<file path="config.mk">
export PLATFORM = sky130hd
export DESIGN_NAME = can_bit_timing_flat
export DESIGN_NICKNAME = d
export VERILOG_FILES = /design/src/rtl/can_pkg.sv /design/src/rtl/can_bit_timing_if.sv /design/src/rtl/can_edge_detect.sv /design/src/rtl/can_bit_timing.sv /design/src/flat_wrapper.sv
export SDC_FILE = /design/constraint.sdc
export NUM_CORES = 1
export LEC_CHECK = 0
export ABC_AREA = 0
export CAP_MARGIN = 5
export CORE_ASPECT_RATIO = 1.4
export CORE_UTILIZATION = 47
export CTS_CLUSTER_SIZE = 16
export DETAILED_ROUTE_END_ITERATION = 16
export PLACE_DENSITY = 0.78
export REMOVE_ABC_BUFFERS = 1
export SYNTH_ARGS = -nofsm -noshare
export SYNTH_HDL_FRONTEND = slang
export SYNTH_SLANG_ARGS = --single-unit
</file>
<file path="constraint.sdc">
create_clock -name clk -period 4.85 [get_ports clk]
set_input_delay 0.7275 -clock clk [delete_from_list [all_inputs] [get_ports clk]]
set_output_delay 0.7275 -clock clk [all_outputs]
set_load 0.05 [all_outputs]
</file>
<file path="src/rtl/can_pkg.sv">
// Shared types and defaults for the CAN bit timing logic.
package can_pkg;

  typedef enum logic [1:0] {
    SYNC,
    TSEG1,
    TSEG2
  } state_t;

  localparam logic RECESSIVE = 1'b1;
  localparam logic DOMINANT  = 1'b0;

  localparam int unsigned SEG_W_DEF = 3;
  localparam int unsigned SJW_W_DEF = 2;
  localparam int unsigned CNT_W_DEF = 5;

endpackage

</file>
<file path="src/rtl/can_bit_timing_if.sv">
// Controller-side bundle: segment configuration, TX bit, and timing pulses.
interface can_bit_timing_if
  import can_pkg::*;
#(
  parameter int unsigned SEG_W = SEG_W_DEF,
  parameter int unsigned SJW_W = SJW_W_DEF
);
  logic [SEG_W-1:0] prop_seg;
  logic [SEG_W-1:0] phase_seg1;
  logic [SEG_W-1:0] phase_seg2;
  logic [SJW_W-1:0] sjw;
  logic             hard_sync_en;
  logic             tx_bit;
  logic             sample_point;
  logic             sampled_bit;
  logic             tx_point;
  logic             hard_synced;

  modport master (
    output prop_seg, phase_seg1, phase_seg2, sjw, hard_sync_en, tx_bit,
    input  sample_point, sampled_bit, tx_point, hard_synced
  );

  modport slave (
    input  prop_seg, phase_seg1, phase_seg2, sjw, hard_sync_en, tx_bit,
    output sample_point, sampled_bit, tx_point, hard_synced
  );
endinterface

</file>
<file path="src/rtl/can_edge_detect.sv">
// Recessive-to-dominant edge detector evaluated once per time quantum.
module can_edge_detect
  import can_pkg::*;
(
  input  logic clk,
  input  logic rst_n,
  input  logic tq_tick,
  input  logic rx,
  output logic fall
);
  logic rx_prev;

  always_ff @(posedge clk or negedge rst_n) begin
    if (!rst_n) begin
      rx_prev <= RECESSIVE;
    end else if (tq_tick) begin
      rx_prev <= rx;
    end
  end

  always_comb begin
    fall = tq_tick && (rx_prev == RECESSIVE) && (rx == DOMINANT);
  end
endmodule

</file>
<file path="src/rtl/can_bit_timing.sv">
// CAN bit timing: segments each bit into SYNC/TSEG1/TSEG2, samples rx, drives can_tx.
module can_bit_timing
  import can_pkg::*;
#(
  parameter int unsigned SEG_W = SEG_W_DEF,
  parameter int unsigned SJW_W = SJW_W_DEF,
  parameter int unsigned CNT_W = CNT_W_DEF
) (
  input  logic          clk,
  input  logic          rst_n,
  input  logic          tq_tick,
  input  logic          rx,
  output logic          can_tx,
  can_bit_timing_if.slave bt
);
  localparam logic [CNT_W-1:0] ONE = CNT_W'(1);

  state_t           state, state_n;
  logic [CNT_W-1:0] cnt, cnt_n, l1, l1_n, l2, l2_n, sj, sj_n;
  logic [CNT_W-1:0] ext, ext_n, shr, shr_n, remain;
  logic             rdone, rdone_n, can_tx_n, sbit, sbit_n;
  logic             fall, resync, sp_pulse, tp_pulse, hs_pulse;
  logic [SEG_W-1:0] prop, ps1, ps2;
  logic [SJW_W-1:0] sjw_cfg;

  assign prop    = bt.prop_seg;
  assign ps1     = bt.phase_seg1;
  assign ps2     = bt.phase_seg2;
  assign sjw_cfg = bt.sjw;

  can_edge_detect u_edge (
    .clk     (clk),
    .rst_n   (rst_n),
    .tq_tick (tq_tick),
    .rx      (rx),
    .fall    (fall)
  );

  always_ff @(posedge clk or negedge rst_n) begin
    if (!rst_n) begin
      state  <= SYNC;
      cnt    <= '0;
      l1     <= '0;
      l2     <= '0;
      sj     <= '0;
      ext    <= '0;
      shr    <= '0;
      rdone  <= 1'b0;
      can_tx <= RECESSIVE;
      sbit   <= RECESSIVE;
    end else begin
      state  <= state_n;
      cnt    <= cnt_n;
      l1     <= l1_n;
      l2     <= l2_n;
      sj     <= sj_n;
      ext    <= ext_n;
      shr    <= shr_n;
      rdone  <= rdone_n;
      can_tx <= can_tx_n;
      sbit   <= sbit_n;
    end
  end

  assign remain = l2 - ONE - cnt;
  assign resync = fall && !bt.hard_sync_en && !rdone && (sbit == RECESSIVE);

  always_comb begin
    state_n  = state;
    cnt_n    = cnt;
    l1_n     = l1;
    l2_n     = l2;
    sj_n     = sj;
    ext_n    = ext;
    shr_n    = shr;
    rdone_n  = rdone;
    can_tx_n = can_tx;
    sbit_n   = sbit;
    sp_pulse = 1'b0;
    tp_pulse = 1'b0;
    hs_pulse = 1'b0;

    if (tq_tick) begin
      // Every tq that acts as SYNC (real SYNC, hard sync, early bit end) latches config.
      if ((state == SYNC) || (fall && bt.hard_sync_en) ||
          (state == TSEG2 && resync && remain < sj)) begin
        l1_n = CNT_W'(prop) + CNT_W'(ps1) + CNT_W'(2);
        l2_n = CNT_W'(ps2) + ONE;
        sj_n = CNT_W'(sjw_cfg) + ONE;
      end

      if (fall && bt.hard_sync_en) begin
        state_n  = TSEG1;
        cnt_n    = '0;
        ext_n    = '0;
        shr_n    = '0;
        rdone_n  = 1'b0;
        hs_pulse = 1'b1;
      end else begin
        unique case (state)
          SYNC: begin
            state_n = TSEG1;
            cnt_n   = '0;
            ext_n   = '0;
            shr_n   = '0;
          end
          TSEG1: begin
            if (cnt == l1 + ext - ONE) begin
              sp_pulse = 1'b1;
              sbit_n   = rx;
              rdone_n  = 1'b0;
              state_n  = TSEG2;
              cnt_n    = '0;
            end else begin
              cnt_n = cnt + ONE;
            end
            if (resync) begin
              ext_n   = (cnt + ONE < sj) ? cnt + ONE : sj;
              rdone_n = 1'b1;
            end
          end
          TSEG2: begin
            if (resync) rdone_n = 1'b1;
            if (resync && remain < sj) begin
              state_n  = TSEG1;
              cnt_n    = '0;
              ext_n    = '0;
              shr_n    = '0;
              tp_pulse = 1'b1;
              can_tx_n = bt.tx_bit;
            end else begin
              if (resync) shr_n = sj;
              // >= so a shortening that lands at or before the current count ends the bit.
              if (cnt + shr >= l2 - ONE) begin
                state_n  = SYNC;
                tp_pulse = 1'b1;
                can_tx_n = bt.tx_bit;
              end else begin
                cnt_n = cnt + ONE;
              end
            end
          end
          default: state_n = SYNC;
        endcase
      end
    end
  end

  assign bt.sample_point = sp_pulse;
  assign bt.tx_point     = tp_pulse;
  assign bt.hard_synced  = hs_pulse;
  assign bt.sampled_bit  = sbit;
endmodule

</file>
<file path="src/flat_wrapper.sv">
// flat-port wrapper written by rule: the top's interface ports become plain ports
module can_bit_timing_flat import can_pkg::*;
#(
  parameter int unsigned SEG_W = SEG_W_DEF,
  parameter int unsigned SJW_W = SJW_W_DEF,
  parameter int unsigned CNT_W = CNT_W_DEF
)
  (clk, rst_n, tq_tick, rx, can_tx, bt_prop_seg, bt_phase_seg1, bt_phase_seg2, bt_sjw, bt_hard_sync_en, bt_tx_bit, bt_sample_point, bt_sampled_bit, bt_tx_point, bt_hard_synced);
  can_bit_timing_if #(.SEG_W(SEG_W), .SJW_W(SJW_W)) bt_i ();
  input  logic clk;
  input  logic rst_n;
  input  logic tq_tick;
  input  logic rx;
  output logic can_tx;
  input wire logic [$bits(bt_i.prop_seg)-1:0] bt_prop_seg;
  input wire logic [$bits(bt_i.phase_seg1)-1:0] bt_phase_seg1;
  input wire logic [$bits(bt_i.phase_seg2)-1:0] bt_phase_seg2;
  input wire logic [$bits(bt_i.sjw)-1:0] bt_sjw;
  input wire logic [$bits(bt_i.hard_sync_en)-1:0] bt_hard_sync_en;
  input wire logic [$bits(bt_i.tx_bit)-1:0] bt_tx_bit;
  output wire logic [$bits(bt_i.sample_point)-1:0] bt_sample_point;
  output wire logic [$bits(bt_i.sampled_bit)-1:0] bt_sampled_bit;
  output wire logic [$bits(bt_i.tx_point)-1:0] bt_tx_point;
  output wire logic [$bits(bt_i.hard_synced)-1:0] bt_hard_synced;
  assign bt_i.prop_seg = bt_prop_seg;
  assign bt_i.phase_seg1 = bt_phase_seg1;
  assign bt_i.phase_seg2 = bt_phase_seg2;
  assign bt_i.sjw = bt_sjw;
  assign bt_i.hard_sync_en = bt_hard_sync_en;
  assign bt_i.tx_bit = bt_tx_bit;
  assign bt_sample_point = bt_i.sample_point;
  assign bt_sampled_bit = bt_i.sampled_bit;
  assign bt_tx_point = bt_i.tx_point;
  assign bt_hard_synced = bt_i.hard_synced;
  can_bit_timing #(.SEG_W(SEG_W), .SJW_W(SJW_W), .CNT_W(CNT_W)) u_core (.clk(clk), .rst_n(rst_n), .tq_tick(tq_tick), .rx(rx), .can_tx(can_tx), .bt(bt_i));
endmodule
</file>
==> flow_metrics.py, run 1 <==
metrics = {
    "run_status": {
        "status": "finished clean",
    },
    "yosys": {
        "syn_area_per_cell_sq_um": 9.82,
        "synth_seq_cells": 31,
        "ys_async_sr_fraction": 1.00,
        "synth_flop_cell": "dfrtp_1",
        "synth_edf_count": 0,
        "syn_area_sq_um": 2580,
        "yosysWarnings": 0,
        "ys_types": 57,
        "syn-instance-count": 263,
        "seq_area_frac_synth": 0.302,
    },
    "placement": {
        "dp_cells": 347,
        "globalplace.congestion": 0.872,
        "dp_hpwl_um": 3860,
        "port_buffers": 21,
        "preCtsSetupSlack_ns": 0.823,
    },
    "grt": {
        "grt_remaining_overflow": 0,
        "grt_usage": 0.197,
        "grt_pass1_vias": 1931,
        "grt_pass1_wl_um": 8860,
        "grt_max_degree": 32,
        "antenna_found_initial": 0,
    },
    "cells_and_area": {
        "fill_cells": 472,
        "final_util": 0.559,
        "fin_cells": 355,
        "nets": 344,
        "num_antenna_cells": 0,
        "drive_gt1_frac": 0.104,
        "area_growth_pct": 13.4,
        "multiInputGateArea_sq_um": 1630,
        "area.sequential_sq_um": 779,
    },
    "timing": {
        "tightest_slew_ns": 0.680,
        "rsz0062_at_grt": "false",
        "clock_skew_ns": 0.00567,
        "hold_viol_final": 0,
        "fmax_ghz": 0.231,
        "setup_viol": 0,
        "fin_tns_setup_ns": 0,
        "max-slew-margin-rel": 0.542,
        "worst_slack_ns": 0.527,
        "fin_crit_ns": 4.32,
        "drv_slew": 0,
        "fin_crit_sh": 0.891,
    },
    "power_and_ir_drop": {
        "power_density_nw_per_um2": 638,
        "total_power_uw": 1870,
        "peakVddDrop_mv": 0.297,
        "power_leakage_uw": 0.00138,
    },
    "critical_path": {
        "cpMaxStageDelayCell": "or3b_2",
        "crit_family": "adder cells",
        "crit_chain": "inv_1 > ha_1 > fa_1 > inv_1 > ha_1 > a21boi_0 > o21ai_0 > or3b_2 > a211oi_4 > nand2b_1 > and3_1 > buf_4",
        "cp_data_arrival_time_ns": 3.60,
        "cp_slowest_stage_delay_ns": 0.54,
        "cp_data_required_time_ns": 4.12,
        "worst-setup-path-type": "flip-flop to output pin",
        "regToRegStartpoint": "u_core.l2[0]",
        "rr_worst_depth": 11,
        "r2r_end": "u_core.l1[0]",
        "start_kind": "flip-flop",
        "cp-end-kind": "output pin",
        "reg2reg_slack_ns": 1.16,
        "timing.critical_path.buf_inv": 3,
        "worstPathMaxFanout": 4,
    },
    "routing": {
        "wl_um": 4890,
        "vias": 1946,
        "vias_per_cell": 5.48,
        "drt_iter0_markers": 158,
        "wl_per_cell_um": 13.8,
        "drtAntennaViolNets": 0,
        "drcViolationCount": 0,
        "first_pass_iters": 4,
    },
    "clock_tree": {
        "clkTransAtPathRegs_ns": 0.06,
        "clock_latency_ns": 0.29,
        "hold_buffers": 0,
        "cts_resized": 0,
        "cts_root_buf": "clkbuf_8",
        "cts_made_buffers": 5,
        "htreeDepth": 2,
        "clockBufferDepth": 2,
        "post_cts_buffers": 0,
        "clock_sinks": 31,
        "cts_tree": "done",
    },
    "floorplanning": {
        "core_sq_um": 5240,
        "die_x_um": 64.7,
        "die_h_um": 89.7,
        "io_pins": 22,
        "num_rows": 31,
        "initial_core_util": 0.493,
        "dieArea_sq_um": 5800,
    },
    "job": {
        "cap_viol_max_count": 0,
    },
    "hold_path": {
        "min_to": "u_core.l1[3]",
        "hp-class": "flip-flop to flip-flop",
        "hp-start": "u_core.l1[3]",
        "hold_depth": 2,
    },
}
[cell usage after synthesis, types with 3 or more instances]
master | number | area [sq um]
nor2b_1 | 3 | 18.8
inv_1 | 37 | 139
xnor2_1 | 12 | 105
a22o_1 | 3 | 26.3
nand3_1 | 10 | 50.1
o21ai_1 | 10 | 50.1
nand2_1 | 19 | 71.3
nor2_1 | 9 | 33.8
fa_1 | 4 | 80.1
dfrtp_1 | 28 | 701
ha_1 | 35 | 438
a21o_1 | 4 | 30.0
dfstp_2 | 3 | 78.8
o21ai_0 | 5 | 25.0
mux2_1 | 5 | 56.3
xor2_1 | 10 | 87.6
a21oi_1 | 11 | 55.1
mux2_4 | 5 | 75.1
[worst max path at each step]
| stage | startpoint | to | cells after the start |
|---|---|---|---|
| finish | u_core.l2[0] | bt_tx_point | 12 |
| global route | u_core.l2[0] | bt_tx_point | 12 |
| CTS | u_core.l2[0] | bt_tx_point | 12 |
| detailed placement | u_core.l2[0] | bt_tx_point | 12 |
| global placement | u_core.l2[0] | bt_tx_point | 12 |
| floorplan | u_core.l2[0] | bt_tx_point | 11 |
[registers in the layout, summed over array words and instances, names as in the netlist]
| name | count |
|---|---|
| u_core.ext | 5 |
| u_core.sj | 3 |
| u_core.l1 | 5 |
| u_core.shr | 3 |
| u_core.l2 | 4 |
| u_core.rdone | 1 |
| u_core.u_edge.rx_prev | 1 |
| u_core.cnt | 5 |
| u_core.can_tx | 1 |
| u_core.bt.sampled_bit | 1 |
| u_core.state | 2 |
[placed cells by master, fill, tap and decap left out, types with 5 or more instances in the layout]
cell             Yosys  routed
inv_1               37      37
ha_1                35      35
dfrtp_1             28      28
clkdlybuf4s50_1      0      20
nand2_1             19      19
xnor2_1             12      12
a21oi_1             11      11
xor2_1              10      10
o21ai_1             10      10
nand3_1             10      10
nor2_1               9       9
o21ai_0              5       5
mux2_1               5       5
mux2_4               5       5
clkbuf_8             0       5
[report_power, final]
group	total [uW]	switching (uW)	leakage [uW]	internal, uW
sequential	433	83.9	0.000398	349
clock	194	93.9	0.0000422	100
combinational	1240	684	0.000942	558
total	1870	862	0.00138	1010
[worst register-to-register path: stages (launching register included)]
cell and delay, ns:
dfrtp_1 0.39, inv_1 0.08, ha_1 0.35, fa_1 0.51
inv_1 0.04, ha_1 0.26, a21boi_0 0.13, o21ai_0 0.25
or3b_2 0.54, a2111oi_4 0.42, o21ai_4 0.24, mux2_4 0.36
[kinds of logic (layout without fill, tap and decap cells)]
family | count (synthesis) | count (layout) | share of synthesized area
flip-flops | 31 | 31 | 0.302
multiplexers | 14 | 14 | 0.0673
AND/OR/NAND/NOR | 61 | 61 | 0.126
buffers and inverters | 41 | 67 | 0.0668
AO/OA/AOI/OAI | 55 | 55 | 0.163
adder cells (fa/ha/maj) | 39 | 39 | 0.200
XOR/XNOR | 22 | 22 | 0.0746
[metrics by stage]
stage | area (sq um) | hold slack [ns]
final | 2930 | 0.487
after floorplan | 2550 | 0.432
after detailed placement | 2850 | 0.482
after global placement | 2850 | 0.471
after global routing | 2930 | 0.516
after CTS | 2930 | 0.496
[routing by layer]
metal	global-route usage	share of wire	up-vias	wire length [um]
met1	0.237	0.41	933	2030
met3	0.0381	0.031	12	151
met4	0.0907	0.028	0	138
met5	0	0	-	0
li1	-	-	956	-
met2	0.333	0.53	45	2570
[layout make-up]
type,count,area share
Multi-Input combinational cell,191,0.557
Sequential cell,31,0.266
Timing Repair Buffer,22,0.0735
Inverter,37,0.0474
Tap cell,66,0.0282
Clock buffer,7,0.0261
Clock inverter,1,0.00171
Note: power is estimated with default switching activity, not from simulation.
==> inputs of run 2 (changes only) <==
--- a/config.mk
+++ b/config.mk
@@ -11,6 +11,7 @@
 export CORE_UTILIZATION = 47
 export CTS_CLUSTER_SIZE = 16
 export DETAILED_ROUTE_END_ITERATION = 16
+export GPL_TIMING_DRIVEN = 0
 export PLACE_DENSITY = 0.78
 export REMOVE_ABC_BUFFERS = 1
 export SYNTH_ARGS = -nofsm -noshare
==> run 2 against run 1 <==
Effect of this change:
- core utilization fell by 0.29 points
- via count down 3.2%
- design area fell by 0.51%
- first-iteration DRC count shrank 36%
- clock skew down 0.0014 ns
- sequential power fell by 0.9%
- total power shrank 0.12%
- global-route usage shrank 1.0 points
- register-to-register slack worse by 0.09 ns
- critical path type unchanged
==> flow_metrics.py, run 2 (same netlist as run 1, synthesis figures left out) <==
metrics = {
    "placement": {
        "preCtsSetupSlack_ns": 0.128,
        "globalplace.congestion": 0.841,
        "dp_hpwl_um": 3780,
        "dp_cells": 346,
        "port_buffers": 21,
    },
    "routing": {
        "drt_iter0_markers": 101,
        "drtAntennaViolNets": 0,
        "wl_per_cell_um": 13.3,
        "vias": 1884,
        "first_pass_iters": 6,
        "vias_per_cell": 5.32,
        "drcViolationCount": 0,
        "wl_um": 4690,
    },
    "power_and_ir_drop": {
        "total_power_uw": 1870,
        "power_density_nw_per_um2": 641,
        "power_leakage_uw": 0.00138,
        "peakVddDrop_mv": 0.250,
    },
    "critical_path": {
        "crit_chain": "inv_1 > ha_1 > fa_1 > inv_1 > ha_1 > a21boi_0 > o21ai_0 > or3b_2 > a211oi_4 > nand2b_1 > and3_1 > clkbuf_2",
        "timing.critical_path.buf_inv": 3,
        "worst-setup-path-type": "flip-flop to output pin",
        "start_kind": "flip-flop",
        "worstPathMaxFanout": 4,
        "cp-end-kind": "output pin",
        "cpMaxStageDelayCell": "or3b_2",
        "cp_slowest_stage_delay_ns": 0.55,
        "crit_family": "adder cells",
        "cp_data_required_time_ns": 4.12,
        "cp_data_arrival_time_ns": 3.79,
    },
    "cells_and_area": {
        "final_common_cell": "inv_1",
        "nets": 343,
        "drive_gt1_frac": 0.104,
        "area_growth_pct": 12.8,
        "multiInputGateArea_sq_um": 1630,
        "fill_cells": 490,
        "area.sequential_sq_um": 779,
        "most-common-layout-cells": "inv_1 (37), ha_1 (35), dfrtp_1 (28)",
        "fin_cells": 354,
        "num_antenna_cells": 0,
        "layout_top_registers": "u_core.cnt (5), u_core.ext (5), u_core.l1 (5)",
    },
    "floorplanning": {
        "die_h_um": 89.7,
        "die_x_um": 64.7,
        "initial_core_util": 0.493,
        "dieArea_sq_um": 5800,
        "num_rows": 31,
        "core_sq_um": 5240,
        "io_pins": 22,
    },
    "clock_tree": {
        "clockBufferDepth": 2,
        "clock_sinks": 31,
        "cts_tree": "done",
        "hold_buffers": 0,
        "clkTransAtPathRegs_ns": 0.07,
        "cts_root_buf": "clkbuf_8",
        "htreeDepth": 2,
        "cts_made_buffers": 5,
        "clock_latency_ns": 0.28,
    },
    "grt": {
        "antenna_found_initial": 0,
        "grt_pass1_vias": 1935,
        "grt_max_degree": 32,
        "grt_remaining_overflow": 0,
        "grt_usage": 0.187,
        "grt_pass1_wl_um": 8520,
    },
    "timing": {
        "rsz0062_at_grt": "false",
        "tightest_slew_ns": 0.715,
        "hold_slack_ns": 0.491,
        "setup_viol": 0,
        "fin_crit_ns": 4.52,
        "drv_slew": 0,
        "fin_tns_setup_ns": 0,
        "hold_viol_final": 0,
        "worst_slack_ns": 0.334,
        "fmax_ghz": 0.221,
        "fin_crit_sh": 0.931,
        "max-slew-margin-rel": 0.523,
        "clock_skew_ns": 0.00425,
    },
    "job": {
        "cap_viol_max_count": 0,
    },
    "run_status": {
        "status": "finished clean",
    },
    "hold_path": {
        "hp-class": "primary input to async pin",
    },
}
run 2: changes by cell type in the layout (fill, tap and decap cells not counted):
| cell | previous run | this run |
|---|---|---|
| buf_4 | 2 | 0 |
| clkdlybuf4s50_1 | 20 | 19 |
| clkbuf_2 | 0 | 1 |
| buf_2 | 0 | 1 |
run 2: repair_timing:
item                                    CTS  global route
endpoints found under the setup margin    1             1
setup buffers                             0             0
resized for setup                         1             2
run 2: layer usage:
metal,track usage,share of wire,wire [um],up-vias
li1,-,-,-,957
met3,0.0343,0.020,94,11
met1,0.224,0.44,2080,895
met5,0,0,0,-
met2,0.321,0.51,2390,21
met4,0.0796,0.026,121,0
run 2: worst paths after layout:
check                              start       endpoint  slack, ns  cells after the start
max reg2reg                 u_core.l2[0]   u_core.l1[2]       1.07                     11
max                         u_core.l2[0]    bt_tx_point       0.33                     12
min                                rst_n   u_core.l2[2]       0.49                      1
max in group asynchronous          rst_n   u_core.l1[3]       3.89                      1
min reg2reg                u_core.ext[2]  u_core.ext[2]       0.49                      1
min in group clk           u_core.ext[2]  u_core.ext[2]       0.49                      1
run 2: through the flow:
| stage | utilization | area, sq um |
|---|---|---|
| 2_1_floorplan | - | 2550 |
| 3_3_place_gp | 0.543 | 2840 |
| 3_5_place_dp | 0.542 | 2840 |
| 4_1_cts | 0.557 | 2920 |
| 5_1_grt | 0.557 | 2910 |
| 6_report | 0.557 | 2910 |
run 2: final cells by class:
type                    count  share of cell area
multi-input cells         191               0.560
inverters                  37              0.0477
repair buffers             21              0.0687
flip-flops and latches     31               0.267
clock buffers               7              0.0262
well taps                  66              0.0283
clock inverters             1             0.00172
run 2: power breakdown:
group,internal [uW],leakage (uW),total (uW),switching [uW]
Clock,101,0.0000422,195,94.3
Sequential,349,0.000398,429,79.8
Combinational,561,0.000936,1240,683
Total,1010,0.00138,1870,857
